## config.mk

```make
export PLATFORM = sky130hd
export DESIGN_NAME = dds_multi_flat
export DESIGN_NICKNAME = d
export VERILOG_FILES = /design/src/rtl/dds_pkg.sv /design/src/rtl/dds_multi_if.sv /design/src/rtl/dds_chan.sv /design/src/rtl/dds_multi.sv /design/src/flat_wrapper.sv
export SDC_FILE = /design/constraint.sdc
export NUM_CORES = 1
export LEC_CHECK = 0
export CAP_MARGIN = 20
export CORE_MARGIN = 3
export CORE_UTILIZATION = 50
export CTS_BUF_LIST = sky130_fd_sc_hd__clkbuf_16
export CTS_CLUSTER_DIAMETER = 40
export DETAILED_ROUTE_END_ITERATION = 8
export PLACE_DENSITY = 0.73
export SLEW_MARGIN = 20
export SYNTH_ARGS = -nofsm -noshare
export SYNTH_HDL_FRONTEND = slang
export SYNTH_SLANG_ARGS = --single-unit
```

## constraint.sdc

```tcl
create_clock -name clk -period 7.7 [get_ports clk]
set_input_delay 1.54 -clock clk [delete_from_list [all_inputs] [get_ports clk]]
set_output_delay 1.54 -clock clk [all_outputs]
set_load 0.05 [all_outputs]
```

## src/rtl/dds_pkg.sv

```systemverilog
// dds_pkg: shared waveform encodings, unity amplitude and default sizes for the multi-channel DDS
package dds_pkg;
    typedef enum logic [1:0] {WAVE_SAW, WAVE_SIN, WAVE_SQU, WAVE_TRI} wave_t;
    localparam int DEF_NCH = 2;
    localparam int DEF_PHASE_W = 32;
    localparam int DEF_ADDR_W = 10;
    localparam int DEF_DATA_W = 8;
    localparam int DEF_AMP_W = 8;
    function automatic int unity(input int amp_w);
        return 1 << amp_w;
    endfunction
    localparam int AMP_UNITY = unity(DEF_AMP_W);
endpackage

```

## src/rtl/dds_multi_if.sv

```systemverilog
// dds_multi_if: configuration valid/ready request port with error pulse
interface dds_multi_if import dds_pkg::*; #(
    parameter int PHASE_W = DEF_PHASE_W,
    parameter int AMP_W = DEF_AMP_W
);
    logic valid, ready, sync, err;
    logic [7:0] ch;
    logic [PHASE_W-1:0] freq, phase;
    logic [1:0] wave;
    logic [AMP_W:0] amp;
    modport master(output valid, ch, freq, phase, wave, amp, sync, input ready, err);
    modport slave(input valid, ch, freq, phase, wave, amp, sync, output ready, err);
endinterface

```

## src/rtl/dds_chan.sv

```systemverilog
// dds_chan: one DDS channel - accumulator, deferred-update shadow and the 3-stage sample pipeline
module dds_chan import dds_pkg::*; #(
    parameter int PHASE_W = DEF_PHASE_W,
    parameter int ADDR_W = DEF_ADDR_W,
    parameter int DATA_W = DEF_DATA_W,
    parameter int AMP_W = DEF_AMP_W
) (
    input  logic               clk,
    input  logic               rst,
    input  logic               en,
    input  logic               clr,
    input  logic               wr,
    input  logic               wr_sync,
    input  logic [PHASE_W-1:0] cfg_freq,
    input  logic [PHASE_W-1:0] cfg_phase,
    input  wave_t              cfg_wave,
    input  logic [AMP_W:0]     cfg_amp,
    input  logic [DATA_W-1:0]  sin_data,
    output logic               pending,
    output logic [ADDR_W-1:0]  sin_addr,
    output logic [DATA_W-1:0]  dout
);
    localparam int PW = DATA_W + AMP_W + 3;
    localparam logic [AMP_W:0] AMP_ONE = (AMP_W+1)'(unity(AMP_W));
    logic [PHASE_W-1:0] acc, freq, off, sh_freq, sh_off, ph_full;
    logic [PHASE_W:0] sum;
    wave_t wave, sh_wave;
    logic [AMP_W:0] amp, sh_amp;
    logic [DATA_W:0] ph;
    logic [DATA_W-1:0] smp, smp_next, tri_v;
    logic signed [DATA_W:0] d;
    logic signed [PW-1:0] prod, res;
    logic commit;
    assign sum = {1'b0, acc} + {1'b0, freq};
    assign commit = pending && (clr || (en && sum[PHASE_W]));
    assign ph_full = acc + off;
    assign tri_v = ph[DATA_W-1:0];
    assign smp_next = wave == WAVE_SAW ? ph[DATA_W -: DATA_W] :
                      wave == WAVE_SIN ? sin_data :
                      wave == WAVE_SQU ? {DATA_W{~ph[DATA_W]}} :
                      ph[DATA_W] ? ~tri_v : tri_v;
    // Centre on midscale, scale by amp with a floor shift, then re-centre
    assign d = $signed({1'b0, smp}) - $signed({2'b01, {(DATA_W-1){1'b0}}});
    assign prod = PW'(d) * PW'($signed({1'b0, amp}));
    assign res = (prod >>> AMP_W) + PW'(2 ** (DATA_W - 1));
    always_ff @(posedge clk) begin
        if (rst) begin
            acc <= '0;
            freq <= '0;
            off <= '0;
            wave <= WAVE_SAW;
            amp <= AMP_ONE;
            pending <= 1'b0;
            ph <= '0;
            sin_addr <= '0;
            smp <= '0;
            dout <= '0;
        end else begin
            acc <= clr ? '0 : en ? sum[PHASE_W-1:0] : acc;
            pending <= wr_sync || (pending && !commit);
            if (wr_sync) begin
                sh_freq <= cfg_freq;
                sh_off <= cfg_phase;
                sh_wave <= cfg_wave;
                sh_amp <= cfg_amp;
            end
            if (wr) begin
                freq <= cfg_freq;
                off <= cfg_phase;
                wave <= cfg_wave;
                amp <= cfg_amp;
            end else if (commit) begin
                freq <= sh_freq;
                off <= sh_off;
                wave <= sh_wave;
                amp <= sh_amp;
            end
            ph <= (DATA_W+1)'(ph_full >> (PHASE_W - DATA_W - 1));
            sin_addr <= ADDR_W'(ph_full >> (PHASE_W - ADDR_W));
            smp <= smp_next;
            dout <= res[PW-1] ? '0 : |res[PW-2:DATA_W] ? '1 : res[DATA_W-1:0];
        end
    end
endmodule

```

## src/rtl/dds_multi.sv

```systemverilog
// dds_multi: NCH-channel phase-accumulator DDS with per-channel immediate or wrap-synchronous configuration
module dds_multi import dds_pkg::*; #(
    parameter int NCH = DEF_NCH,
    parameter int PHASE_W = DEF_PHASE_W,
    parameter int ADDR_W = DEF_ADDR_W,
    parameter int DATA_W = DEF_DATA_W,
    parameter int AMP_W = DEF_AMP_W
) (
    input  logic                    clk,
    input  logic                    rst,
    input  logic                    en,
    input  logic                    phase_clr,
    dds_multi_if.slave              cfg,
    output logic [NCH*ADDR_W-1:0]   sin_addr,
    input  logic [NCH*DATA_W-1:0]   sin_data,
    output logic [NCH*DATA_W-1:0]   dout,
    output logic                    dout_valid
);
    localparam logic [7:0] NCH8 = 8'(NCH);
    logic [NCH-1:0] pending;
    logic [2:0] vs;
    logic take;
    // Out-of-range channels are always ready so the request drains and flags cfg_err
    always_comb begin
        cfg.ready = 1'b1;
        for (int i = 0; i < NCH; i++) if (cfg.ch == 8'(i) && pending[i]) cfg.ready = 1'b0;
    end
    assign take = cfg.valid && cfg.ready;
    assign dout_valid = vs[2];
    always_ff @(posedge clk) begin
        if (rst) begin
            cfg.err <= 1'b0;
            vs <= '0;
        end else begin
            cfg.err <= take && cfg.ch >= NCH8;
            vs <= {vs[1:0], 1'b1};
        end
    end
    for (genvar c = 0; c < NCH; c++) begin : g_ch
        dds_chan #(.PHASE_W(PHASE_W), .ADDR_W(ADDR_W), .DATA_W(DATA_W), .AMP_W(AMP_W)) u_chan (
            .clk(clk),
            .rst(rst),
            .en(en),
            .clr(phase_clr),
            .wr(take && cfg.ch == 8'(c) && !cfg.sync),
            .wr_sync(take && cfg.ch == 8'(c) && cfg.sync),
            .cfg_freq(cfg.freq),
            .cfg_phase(cfg.phase),
            .cfg_wave(wave_t'(cfg.wave)),
            .cfg_amp(cfg.amp),
            .sin_data(sin_data[c*DATA_W +: DATA_W]),
            .pending(pending[c]),
            .sin_addr(sin_addr[c*ADDR_W +: ADDR_W]),
            .dout(dout[c*DATA_W +: DATA_W])
        );
    end
endmodule

```

## src/flat_wrapper.sv

```systemverilog
// flat-port wrapper written by rule: the top's interface ports become plain ports
module dds_multi_flat import dds_pkg::*;
#(
    parameter int NCH = DEF_NCH,
    parameter int PHASE_W = DEF_PHASE_W,
    parameter int ADDR_W = DEF_ADDR_W,
    parameter int DATA_W = DEF_DATA_W,
    parameter int AMP_W = DEF_AMP_W
)
  (clk, rst, en, phase_clr, sin_addr, sin_data, dout, dout_valid, cfg_valid, cfg_ch, cfg_freq, cfg_phase, cfg_wave, cfg_amp, cfg_sync, cfg_ready, cfg_err);
  dds_multi_if #(.PHASE_W(PHASE_W), .AMP_W(AMP_W)) cfg_i ();
  input  logic clk;
  input  logic rst;
  input  logic en;
  input  logic phase_clr;
  output logic [NCH*ADDR_W-1:0] sin_addr;
  input  logic [NCH*DATA_W-1:0] sin_data;
  output logic [NCH*DATA_W-1:0] dout;
  output logic dout_valid;
  input wire logic [$bits(cfg_i.valid)-1:0] cfg_valid;
  input wire logic [$bits(cfg_i.ch)-1:0] cfg_ch;
  input wire logic [$bits(cfg_i.freq)-1:0] cfg_freq;
  input wire logic [$bits(cfg_i.phase)-1:0] cfg_phase;
  input wire logic [$bits(cfg_i.wave)-1:0] cfg_wave;
  input wire logic [$bits(cfg_i.amp)-1:0] cfg_amp;
  input wire logic [$bits(cfg_i.sync)-1:0] cfg_sync;
  output wire logic [$bits(cfg_i.ready)-1:0] cfg_ready;
  output wire logic [$bits(cfg_i.err)-1:0] cfg_err;
  assign cfg_i.valid = cfg_valid;
  assign cfg_i.ch = cfg_ch;
  assign cfg_i.freq = cfg_freq;
  assign cfg_i.phase = cfg_phase;
  assign cfg_i.wave = cfg_wave;
  assign cfg_i.amp = cfg_amp;
  assign cfg_i.sync = cfg_sync;
  assign cfg_ready = cfg_i.ready;
  assign cfg_err = cfg_i.err;
  dds_multi #(.NCH(NCH), .PHASE_W(PHASE_W), .ADDR_W(ADDR_W), .DATA_W(DATA_W), .AMP_W(AMP_W)) u_core (.clk(clk), .rst(rst), .en(en), .phase_clr(phase_clr), .cfg(cfg_i), .sin_addr(sin_addr), .sin_data(sin_data), .dout(dout), .dout_valid(dout_valid));
endmodule
```

# --- Word-level counts from Yosys, hierarchy flattened ---
# Index checks and enable logic that the tools add are counted.
totals:
  register_bits: 440
  in_bits: 105
  output_inout_bits: 39
op_classes:
  n_addsub: 8
  n_mul: 2
  magnitude_cmp: 1
  eq_ne: 5
  muxes: 29
  bitwise_logic: 5
  reduce_logical: 35
op_table:
  columns: ["operator", "n"]
  rows:
  - ["32-bit two-way mux", 8]
  - ["8-bit two-way mux", 10]
  - ["32-bit by 32-bit adder with 33-bit output", 2]
  - ["32-bit adder", 2]
  - ["9-bit by 10-bit multiplier with 19-bit output", 2]
  - ["9-bit two-way mux", 4]
  - ["11-bit by 9-bit adder with 12-bit output, second input constant", 2]
  - ["10-bit OR reduction", 2]
  - ["8-bit by 8-bit subtractor with 9-bit output, second input constant", 2]
  - ["1-bit logical AND", 16]
  - ["8-bit inverter", 2]
  - ["8-bit by 1-bit equality test with 1-bit output, second input constant", 1]
  - ["8-bit by 2-bit >= comparator with 1-bit output, second input constant", 1]
  - ["8-bit logical NOT", 1]
  - ["2-bit two-way mux", 4]
  - ["2-bit OR reduction", 3]
  - ["2-bit by 1-bit equality test with 1-bit output, second input constant", 2]
  - ["2-bit equality test, second input constant", 2]
  - ["2-bit logical NOT", 2]
  - ["1-bit logical OR", 4]
  - ["2-bit AND reduction", 2]
  - ["2-bit nonzero test", 2]
  - ["1-bit logical NOT", 3]
  - ["1-bit two-way mux", 3]
  - ["1-bit inverter", 3]

# --- Longest topological paths before layout ---
# Gate-level depths: netlist (run 1).
logic_depth:
  word_depth: 8
  mapped_depth: 29
  mapped_depth_nobuf: 27

# --- Cells and area by module ---
# A second synthesis (run 1) with hierarchy kept.
hier_totals:
  hier_cells: 2610
  area_unflattened_um2: 26190.1
modules_own_cells:
  columns: ["module", "instances", "cells_per_inst", "area_per_inst_um2", "seq_area_each_um2"]
  rows:
  - ["dds_chan at u_core.g_ch[1].u_chan", 1, 1334, 13215.2, 4934.7]
  - ["dds_chan at u_core.g_ch[0].u_chan", 1, 1254, 12758.5, 4934.7]
  - ["dds_multi", 1, 22, 216.5, 80.1]

# --- Worst setup path before layout (run 1) ---
# OpenSTA, ideal clock, no wires.
synth_timing:
  path_type: "input-to-reg"
  start: "input cfg_ch[5]"
  end: "register u_core.g_ch[0].u_chan.sh_amp[0], enable pin"
  setup_time_ps: 604
  t_arrival_ps: 7629
  required_time_ps: 7096
  path_slack_ps: -533
  stages: 4
  path_cell_list: "or4_1 > nor4_2 > nand4_1 > nor3_1"
synth_between:
  elab_chain_len: 8
  word_cells_on_any_way: 10
  classes_between: "eq/ne: 1; mux: 2; reduce/logical: 7"
synth_rtl:
  columns: ["item", "line_no", "text"]
  rows:
  - ["start, declared", "flat_wrapper.sv:21", "input wire logic [$bits(cfg_i.ch)-1:0] cfg_ch;"]
  - ["8-bit logical NOT", "dds_multi.sv:26, dds_multi.sv:46", null]
  - ["1-bit logical AND", "dds_multi.sv:26", "for (int i = 0; i < NCH; i++) if (cfg.ch == 8'(i) && pending[i]) cfg.ready = 1'b0;"]
  - ["1-bit two-way mux (2 in a row)", "dds_multi.sv:26", null]
  - ["1-bit logical AND", "dds_multi.sv:28", "assign take = cfg.valid && cfg.ready;"]
  - ["1-bit logical AND (*) (2 in a row)", "dds_multi.sv:46", ".wr_sync(take && cfg.ch == 8'(c) && cfg.sync),"]
  - ["2-bit AND reduction (no line) (*)", null, null]
  - ["end signal, assigned", "dds_chan.sv:65", "sh_amp <= cfg_amp;"]
  - ["end, declared", "dds_chan.sv:28", "logic [AMP_W:0] amp, sh_amp;"]
# Every way passes the cells marked *; elsewhere a longest branch is shown, timed or not.
# A chain may end at the register's enable or synchronous reset.

# --- Worst setup path in the final report (run 1) ---
layout_timing:
  start: "register u_core.g_ch[0].u_chan.smp[7]"
  end: "register u_core.g_ch[0].u_chan.dout[5]"
layout_between:
  elab_chain_len: 5
  word_cells_on_any_way: 6
  classes_between: "add/sub: 2; mul: 1; mux: 1; reduce/logical: 2"
layout_rtl:
  columns: ["item", "line_no", "text"]
  rows:
  - ["start, declared", "dds_chan.sv:30", "logic [DATA_W-1:0] smp, smp_next, tri_v;"]
  - ["start signal, assigned", "dds_chan.sv:80", "smp <= smp_next;"]
  - ["8-bit by 8-bit subtractor with 9-bit output (*)", "dds_chan.sv:43", "assign d = $signed({1'b0, smp}) - $signed({2'b01, {(DATA_W-1){1'b0}}});"]
  - ["9-bit by 10-bit multiplier with 19-bit output (*)", "dds_chan.sv:44", "assign prod = PW'(d) * PW'($signed({1'b0, amp}));"]
  - ["11-bit by 9-bit adder with 12-bit output (*)", "dds_chan.sv:45", "assign res = (prod >>> AMP_W) + PW'(2 ** (DATA_W - 1));"]
  - ["10-bit OR reduction", "dds_chan.sv:81", "dout <= res[PW-1] ? '0 : |res[PW-2:DATA_W] ? '1 : res[DATA_W-1:0];"]
  - ["8-bit two-way mux", "dds_chan.sv:81", null]
  - ["end signal, assigned", "dds_chan.sv:81", null]
  - ["end, declared", "dds_chan.sv:21", "output logic [DATA_W-1:0] dout"]
# Marks and branches as above.

==> results of run 1 <==
## critical path, delay by kind of cell (launching register included)
kind,cells,cell delay [ns]
adder cells (fa/ha/maj),7,3.18
AND/OR/NAND/NOR,6,1.81
AO/OA/AOI/OAI,6,1.24
flip-flops,1,0.43
multiplexers,1,0.19
buffers and inverters,3,0.14
XOR/XNOR,1,0.13
## layer usage
layer,up-vias,wire length (um)
li1,9480,-
met1,9523,29300
met2,519,31400
met3,117,3980
met4,12,1720
met5,-,72
## final timing paths
path	from	to	slack [ns]	cells after the start
worst min register to register	u_core.vs[0]	u_core.vs[1]	0.44	1
worst max-delay path	u_core.g_ch[0].u_chan.smp[7]	u_core.g_ch[0].u_chan.dout[5]	0.50	24
worst min-delay path	u_core.vs[0]	u_core.vs[1]	0.44	1
worst max register to register	u_core.g_ch[0].u_chan.smp[7]	u_core.g_ch[0].u_chan.dout[5]	0.50	24
## registers in the layout (all words and copies together) (netlist names)
| register | count |
|---|---|
| u_core.cfg.err | 1 |
| u_core.g_ch.u_chan.acc | 64 |
| u_core.g_ch.u_chan.amp | 18 |
| u_core.g_ch.u_chan.dout | 16 |
| u_core.g_ch.u_chan.freq | 64 |
| u_core.g_ch.u_chan.off | 64 |
| u_core.g_ch.u_chan.pending | 2 |
| u_core.g_ch.u_chan.sh_amp | 18 |
| u_core.g_ch.u_chan.sh_freq | 64 |
| u_core.g_ch.u_chan.sh_off | 64 |
| u_core.g_ch.u_chan.sh_wave | 4 |
| u_core.g_ch.u_chan.sin_addr | 20 |
| u_core.g_ch.u_chan.smp | 16 |
| u_core.g_ch.u_chan.wave | 4 |
| u_core.vs | 3 |
## cells in the mapped netlist (5+ instances only)
cell type  count  share of area (%)
a21o_1        32               0.93
o221ai_1       9               0.30
clkbuf_1      96                1.4
nor4_1         7               0.17
o211ai_1       8               0.23
buf_2         29               0.56
nand3b_1       5               0.14
dfxtp_1      272                 21
a211oi_1     162                4.7
or2_2          9               0.22
o22ai_1        5               0.12
o31ai_1        5               0.14
xnor2_1       50                1.7
fa_1         100                7.7
nor3b_1        9               0.26
nand2b_1      19               0.46
a31oi_1       15               0.36
nor2b_1       42                1.0
o21bai_1       7               0.20
or3_1         17               0.41
xor2_1        31                1.0
a21oi_1      100                1.9
a31o_2         8               0.27
inv_1        129                1.9
nand4_1       13               0.31
mux2i_1      191                7.4
and2_1        76                1.8
ha_1         226                 11
nor2_1       222                3.2
nand3_1       36               0.70
nor3_1       107                2.1
buf_1         12               0.17
edfxtp_1     150                 17
o21ai_0       83                1.6
nand2_1      126                1.8
and4_1         6               0.20
a211oi_2      30                1.4
a221oi_1      12               0.41
o21a_1        21               0.61
and3_1        11               0.27
nand4b_1       5               0.17
## layout by cell type, fill, tap and decap left out, types with 50 or more instances in the layout
cell | netlist | final
dfxtp_1 | 272 | 271
ha_1 | 226 | 226
nor2_1 | 222 | 221
mux2i_1 | 191 | 191
a211oi_1 | 162 | 162
edfxtp_1 | 150 | 150
clkdlybuf4s50_1 | 0 | 141
inv_1 | 129 | 131
nand2_1 | 126 | 126
nor3_1 | 107 | 105
a21oi_1 | 100 | 100
fa_1 | 100 | 100
o21ai_0 | 83 | 83
and2_1 | 76 | 76
clkbuf_16 | 0 | 62
xnor2_1 | 50 | 50
## final cells by class
class / instances / area, um2 / area share, %
antenna: 4 / 10.0 / 0.0334
clock buffer: 62 / 1550 / 5.18
tap: 672 / 841 / 2.81
sequential: 422 / 9950 / 33.2
multi-input combinational: 1866 / 14900 / 49.8
clock inverter: 54 / 541 / 1.81
timing repair buffer: 165 / 1630 / 5.46
inverter: 130 / 488 / 1.63
## logic make-up after synthesis
kind of cell               after synthesis  synth area share (%)
AOI/OAI and AO/OA                      543                  14.8
adders and majority gates              326                  18.6
xor gates and xnor gates                81                  2.74
DFF                                    422                  38.4
muxes                                  195                  7.55
and+or+nand+nor                        721                  13.7
buffers and inverters                  271                  4.17
## power by group through the flow
stage | registers, mW | logic, mW | clock network, mW
2_1_floorplan | 2.48 | 0.140 | 0
3_3_place_gp | 2.39 | 0.383 | 0
3_5_place_dp | 2.39 | 0.394 | 0
4_1_cts | 2.35 | 0.397 | 2.86
5_1_grt | 2.35 | 0.426 | 2.96
6_report | 2.35 | 0.398 | 2.80
## per-stage QoR
stage,instances,power (mW)
6_report,3375,5.55
5_1_grt,3371,5.74
4_1_cts,3371,5.60
3_5_place_dp,3255,2.79
3_3_place_gp,3255,2.78
2_1_floorplan,2559,2.62
## timing repair
item | CTS | global route
endpoints found under the hold margin | 0 | 0
endpoints found under the setup margin | 0 | 8
gates resized for setup | 0 | 1
==> flow_metrics.tcl, run 1 <==
set metrics [dict create \
    met2_usage_pct 41.1 \
    p_leak_nw 12.3 \
    h-tree-depth 2 \
    ir_drop_v 0.000181 \
    startpoint_type "register" \
    cts_setup_buffers 0 \
    synth_area_mm2 0.0259 \
    vias 19700 \
    hold_viol 0 \
    drtIter0Drc 1470 \
    cts_max_path_buffers 3 \
    setup_tns_ns 0 \
    cp.required_ns 8.26 \
    routed_wl_um 66500 \
    ys_ff_latch 422 \
    wl_per_cell_um 19.7 \
    drive_gt1_share_pct 7.22 \
    whs_ns 0.440 \
    drc_errors 0 \
    period_share_pct 93.6 \
    io_buffer_count 143 \
    die-width_um 234 \
    root_buffer "clkbuf_16" \
    utilization_pct 59.1 \
    synth_cells 2559 \
    dr.pass1.iters 5 \
    place_area_mm2 0.0278 \
    place_ws_ns 0.293 \
    worstMarginPinSlew_ns 1.07 \
    clk_pin_slew_ns 0.05 \
    start_util_pct 51.1 \
    setup_viol 0 \
    yosys_warnings 0 \
    worstPathCellList "or2_2, fa_1, fa_1, inv_1, fa_1, fa_1, inv_1, fa_1, inv_1, ha_1, nand2_1, nor4_1, o211ai_1, a31o_2, nor2b_1, nor2_1, xnor2_1, ha_1, or4b_2, mux2i_1, a211o_1, a211oi_1, o21ai_1, o21a_1" \
    core_mm2 0.0507 \
    die_h_um 234 \
    cts_tree "done" \
    seq_area_frac_synth_pct 38.4 \
    antenna_found_initial 8 \
    layout_setup_ws_ns 0.496 \
    crit_path_end_kind "register" \
    num_io_pins 144 \
    clk_latency_ns 0.65 \
    critical_path_class "register to register" \
    synth_ff_type "dfxtp_1" \
    grt.met3_usage_pct 4.57 \
    final.min_clock_period_ns 7.20 \
    power.share.sequential_pct 42.3 \
    crit_fanout 19 \
    cts_inserted_buffers 61 \
    syn_nets 2990 \
    grt_pass1_vias 19700 \
    fin_nets 3077 \
    comb_power_share_pct 7.2 \
    synth_cell_type_count 74 \
    slowest_stage "or4b_2" \
    fmax_mhz 139 \
    synth_enable_flop_cells 150 \
    met1_usage_pct 32.6 \
    maxCapViolCount 0 \
    synth_area_per_cell_um2 10.1 \
    grt_max_degree 105 \
    outcome "complete, no violations" \
    hold_class "register to register" \
    cpMostUsedCell "fa_1" \
    cts_hold_buffers 0 \
    fin_area_mm2 0.0299 \
    die_area_mm2 0.0546 \
    nFillCells 4244 \
    grt_overflow_total 0 \
    synthArstFlopShare_pct 0 \
    p_clk_share_pct 50.5 \
    place.gp.congestion 0.895 \
    p_int_mw 4.14 \
    grt_use_total_pct 24.6 \
    viasPerCell 5.82 \
    p_switching_mw 1.41 \
    crit_arrival_ns 7.77 \
    area_growth_pct 15.5 \
    detail-route-antenna-nets 0 \
    p_per_area_mw_per_mm2 185 \
    slew_headroom_pct 28.3 \
    switching_share_pct 25.4 \
    rsz0062_at_grt "false" \
    rows 82 \
    slew_violations 0 \
    clock-skew-final_ns 0.0291 \
    grt_pass1_wl_um 108000 \
    clkSinkCount 422 \
    cpPeakStageDelay_ns 0.70 \
    dpl.hpwl_um 47600 \
    grt.busiest_layer "met2" \
]
(Power assumes the default switching activity.)
==> run 2, diff against run 1 <==
Settings changed: SKIP_LAST_GASP from default to 1.
==> results of run 2 <==
Same layout as run 1: the final DEF is identical, and so are final timing and power.
